--- src/rtl/push_conditioner.sv ---
// push_conditioner: per-button sync, debounce, press/repeat/release pulses
// for the front-panel buttons feeding the write and crono state machines.
module push_conditioner #(
    parameter int N_BTN = 5,
    parameter int DB_CYC = 1000000,
    parameter int REP_DLY = 50000000,
    parameter int REP_PER = 10000000,
    parameter logic [N_BTN-1:0] REPEAT_MASK = 5'b01111
) (
    input  logic             clk,
    input  logic             rst,
    input  logic [N_BTN-1:0] btn_raw,
    output logic [N_BTN-1:0] btn_level,
    output logic [N_BTN-1:0] btn_pulse,
    output logic [N_BTN-1:0] btn_release,
    output logic             any_pulse
);
    localparam int MX = (DB_CYC > REP_DLY) ? ((DB_CYC > REP_PER) ? DB_CYC : REP_PER)
                                           : ((REP_DLY > REP_PER) ? REP_DLY : REP_PER);
    localparam int CW = (MX > 1) ? $clog2(MX) : 1;
    localparam logic [CW-1:0] DB_T = CW'(DB_CYC - 1);
    localparam logic [CW-1:0] DLY_T = CW'(REP_DLY - 1);
    localparam logic [CW-1:0] PER_T = CW'(REP_PER - 1);

    typedef enum logic [1:0] {IDLE, HELD_DLY, HELD_REP} state_t;

    logic [N_BTN-1:0] s1, s2, pulse_nxt;

    always_ff @(posedge clk or posedge rst) begin
        if (rst) begin
            s1 <= '0;
            s2 <= '0;
            any_pulse <= 1'b0;
        end else begin
            s1 <= btn_raw;
            s2 <= s1;
            any_pulse <= |pulse_nxt;
        end
    end

    for (genvar g = 0; g < N_BTN; g++) begin : g_btn
        state_t st;
        logic [CW-1:0] cnt, rc;
        logic lvl, pls, rel, flip, rise, fall, rep;

        always_comb begin
            flip = (s2[g] != lvl) && (cnt == DB_T);
            rise = flip && !lvl;
            fall = flip && lvl;
            rep = REPEAT_MASK[g] && ((st == HELD_DLY && rc == DLY_T) || (st == HELD_REP && rc == PER_T));
        end

        // a release always wins over a repeat that lands on the same edge
        assign pulse_nxt[g] = rise || (rep && !fall);

        always_ff @(posedge clk or posedge rst) begin
            if (rst) begin
                st <= IDLE;
                cnt <= '0;
                rc <= '0;
                lvl <= 1'b0;
                pls <= 1'b0;
                rel <= 1'b0;
            end else begin
                cnt <= (s2[g] == lvl || flip) ? '0 : cnt + 1'b1;
                lvl <= lvl ^ flip;
                pls <= pulse_nxt[g];
                rel <= fall;
                if (rise || fall) begin
                    st <= fall ? IDLE : HELD_DLY;
                    rc <= '0;
                end else if (st != IDLE && REPEAT_MASK[g]) begin
                    rc <= rep ? '0 : rc + 1'b1;
                    if (rep) st <= HELD_REP;
                end
            end
        end

        assign btn_level[g] = lvl;
        assign btn_pulse[g] = pls;
        assign btn_release[g] = rel;
    end
endmodule

--- config.mk ---
export PLATFORM = sky130hd
export DESIGN_NAME = push_conditioner
export DESIGN_NICKNAME = d
export VERILOG_FILES = /design/src/rtl/push_conditioner.sv
export SDC_FILE = /design/constraint.sdc
export NUM_CORES = 1
export LEC_CHECK = 0
export BUFFER_PORTS_ARGS = -buffer_cell sky130_fd_sc_hd__buf_2
export CAP_MARGIN = 15
export CORE_MARGIN = 4
export CORE_UTILIZATION = 65
export DETAILED_ROUTE_END_ITERATION = 10
export PLACE_DENSITY = 0.79
export SLEW_MARGIN = 20
export SYNTH_ARGS = -nofsm -noshare
export SYNTH_HDL_FRONTEND = slang
export SYNTH_SLANG_ARGS = --single-unit
--- constraint.sdc ---
create_clock -name clk -period 13.6 [get_ports clk]
set_clock_uncertainty 0.05 [all_clocks]
set_input_delay 2.04 -clock clk [delete_from_list [all_inputs] [get_ports clk]]
set_output_delay 2.04 -clock clk [all_outputs]
set_load 0.01 [all_outputs]
== Yosys cells after proc, flatten, opt, wreduce, memory -nomap -nowiden ==
Cells that the tools add are included.

* Register bits: 268
* Latch bits: 0
* RAM bits: 0
* Bits in read-only memories: 0
* Input port bits: 7
* Output and inout port bits: 16
* Word-level logic and storage cells: 179
* Memories kept: 0

* Add/sub/neg operators: 9
* Multiply operators: 0
* Divide/modulo/power cells: 0
* Magnitude comparators: 0
* Equal/unequal tests: 31
* Shift operators: 0
* Muxes and demuxes: 33
* Bitwise logic cells: 5
* Reduce and logical (&&, ||, !) cells: 70

{| class="wikitable"
|+ Operators by type and width
! cell !! number
|-
| 26-bit two-way mux || 17
|-
| 26-bit by 1-bit adder with 26-bit output, second input constant || 9
|-
| 26-bit by 20-bit == test with 1-bit output, second input constant || 5
|-
| 26-bit by 24-bit == test with 1-bit output, second input constant || 4
|-
| 26-bit == test, second input constant || 4
|-
| 1-bit logical AND || 27
|-
| 2-bit two-way mux || 12
|-
| 2-bit nonzero test || 12
|-
| 1-bit logical OR || 17
|-
| 1-bit logical NOT || 9
|-
| 2-bit by 1-bit == test with 1-bit output, second input constant || 4
|-
| 2-bit == test, second input constant || 4
|-
| 2-bit AND reduction || 4
|-
| 1-bit == test || 5
|-
| 1-bit != test || 5
|-
| 5-bit OR reduction || 1
|-
| 1-bit bitwise XOR || 5
|-
| 1-bit two-way mux || 4
|}

== Depth between registers and ports, before layout ==
* Depth after elaboration: 7
* Mapped depth: 8
* Depth with buffers taken out: 7

== Worst setup path before layout ==
No wires, ideal clock.

* Path type: flip-flop to output port
* From: register (tool-made name)
* To: output btn_level[3]
* Arrival: 579 ps
* Data required time: 11510 ps
* Setup slack: 10931 ps
* Cell stages (with the launch flop): 2
* Cell sequence: dfrtp_1 -> buf_4

{| class="wikitable"
|+ RTL lines
! element !! RTL line !! text
|-
| end, declared || 13 || <nowiki>output logic [N_BTN-1:0] btn_level,</nowiki>
|}

==> results.cfg <==
[status]
outcome = finished, final reports clean

[detailed_routing]
drt-total-wl_um = 25570
dr.pass1.iters = 5
drtIter0Drc = 582
dr_total_vias = 9750
routedWlPerCell_um = 15.28
final_antenna_net_count = 0
vias_per_cell = 5.828
drc = 0

[clocking]
cts_hold_buf = 0
clock-sinks = 268
path_clk_slew_ns = 0.06
cts_resized = 0
cts_tree = done
cts_setup_buffers = 0
insertion_delay_ns = 0.55
clockBufferDepth = 3
clock-root-buffer = clkbuf_16
h-tree-depth = 1
cts_made_buffers = 29

[hold_path]
holdCritPathClass = reg2reg
hold_depth = 0
holdPathEnd = s2[4]
hp-start = s1[4]

[timing]
period_needed_ns = 4.004
final_max_slew_viol_count = 0
hold_violations = 0
final.setup.worst_slack_ns = 9.596
max_slew_margin_pct = 35.45
hold_slack_ns = 0.2991
fin_crit_sh_pct = 29.44
tns_ns = 0
worst_pin_slew_ns = 0.9682
rsz0062_at_grt = false
setup_viol = 0
max_freq_mhz = 249.8

[synthesis]
synth_top_family_by_area = simple AND/OR/NAND/NOR gates
synth-compound-area-share_pct = 4.246
ys_ff_latch = 268
synth.area.mux_share_pct = 0.2536
synth_nets = 1393
yosys_warnings = 0
syn_avg_cell_area_um2 = 9.673
synth_top_area_share_pct = 50.35
synthSimpleGateAreaFrac_pct = 27.26
ys_top_cells_by_area = dfrtp_1 50%, xor2_1 10%, nor2_1 7.4%, xnor2_1 3.8%, nand3_1 3.2%
async_flop_share_pct = 100.0
seq_area_frac_synth_pct = 50.35
yosys.area_share.adder_pct = 0.8454
ys.flop_type = dfrtp_1
synth_top_area_cell = dfrtp_1
yosys.cell_types.count = 58
netlist_instances = 1377
synth-edff-count = 0
synth_area_um2 = 13320
synth_common_cells = 268 x dfrtp_1, 264 x nor2_1, 154 x xor2_1
synth-xor-area-share_pct = 13.94
yosysMostFrequentCell = dfrtp_1

[cells_and_area]
antennaDiodeCount = 0
regArea_um2 = 6706
fin_util_pct = 72.43
multiInputGateArea_um2 = 6246
drive_gt1_share_pct = 7.769
fin_area_um2 = 14610
areaGrowthSynthToFinish_pct = 9.666
nNetsFinal = 1396
nFillCells = 1491
fin_cells = 1673

[critical_path]
end_kind = async pin
worstRegToRegCells = 7
start_kind = input pin
required_ns = 14.12
timing_worst_setup_path_type = in2async
regToRegStartpoint = g_btn[3].rc[1]
slowest_delay_ns = 0.87
critPathMaxFanout = 128
crit_arrival_ns = 4.52
crit_top_cell = buf_4
crit_chain = buf_2 -> inv_8 -> buf_4 -> buf_4
cp_slowest_cell = buf_4
r2r_slack_ns = 10.68
r2r-end = g_btn[3].rc[0]

[floorplan]
start_util_pct = 66.04
die-area_um2 = 22850
fp.dieW_um = 151.2
io_pins = 23
die_h_um = 151.2
core_um2 = 20170
rows = 52

[power]
peakVddDrop_mv = 0.1012
power.leakage_nw = 6.611
finalPower_mw = 1.657
powerDensity_nw_per_um2 = 113.4

[place]
placement.io_buffers = 22
preCtsSetupSlack_ns = 8.885
dpl_cell_area_um2 = 13590
place_congestion = 0.8585
dpl.hpwl_um = 16580
dp.cells = 1619

[global_routing]
gr-total-overflow = 0
antenna_found_initial = 0
grt_max_degree = 129
grt_pass1_wl_um = 44830
groute.usage.overall_pct = 23.29
grt_pass1_vias = 9649

[run]
drv_cap = 0
==> how the worst max path moves through the flow <==
stage / from / end
3_3_place_gp: rst / g_btn[3].rc[18]
6_report: rst / g_btn[3].rc[12]
2_1_floorplan: rst / async pin
5_1_grt: rst / g_btn[3].rc[18]
3_5_place_dp: rst / g_btn[3].rc[16]
4_1_cts: rst / g_btn[3].rc[12]
==> cell usage in the layout, fill, tap and decap left out, drive strengths merged, types with 25 or more instances in the layout <==
| master | instances |
|---|---|
| and3 | 37 |
| buf | 30 |
| clkbuf | 37 |
| dfrtp | 268 |
| inv | 37 |
| nand2 | 90 |
| nand3 | 86 |
| nand4 | 65 |
| nor2 | 264 |
| nor3 | 31 |
| nor4 | 27 |
| o21ai | 25 |
| xnor2 | 58 |
| xor2 | 154 |
==> worst max-delay path: cells and delay by family <==
kind                   cells  cell delay, ns
buffers and inverters      4            2.35
==> power by group <==
group / internal (mW) / switching, mW / leakage (nW)
clock: 0.496 / 0.321 / 0.503
combinational: 0.00567 / 0.0254 / 2.40
sequential: 0.803 / 0.00563 / 3.71
==> sequential cells by signal, indices dropped and copies added (netlist names), named ones only <==
signal / flops
g_btn.cnt: 130
g_btn.rc: 104
g_btn.st: 8
g_btn.pls: 5
g_btn.rel: 5
s1: 5
s2: 5
any_pulse: 1
==> routing by layer <==
metal	routed length (µm)	track usage [%]	share of wire (%)
met1	11880	33.81	46
met5	0	0	0
met4	569	5.440	2.2
met2	12280	37.82	48
met3	838	3.082	3.3
==> cells by family (layout without fill, tap and decap cells) <==
family                     after synthesis  after routing
AOI/OAI and AO/OA                       80             80
muxes                                    3              3
and+or+nand+nor                        713            713
DFF                                    268            268
xor gates and xnor gates               212            212
adders and majority gates                9              9
buffers and inverters                   92            118
==> final cells by class <==
class | count | share of cell area (%)
timing repair buffer | 30 | 1.165
tap | 270 | 2.313
sequential | 268 | 45.91
multi-input combinational | 1017 | 42.76
clock inverter | 17 | 1.413
inverter | 34 | 0.9251
clock buffer | 37 | 5.516
Note: power is estimated with default switching activity, not from simulation.
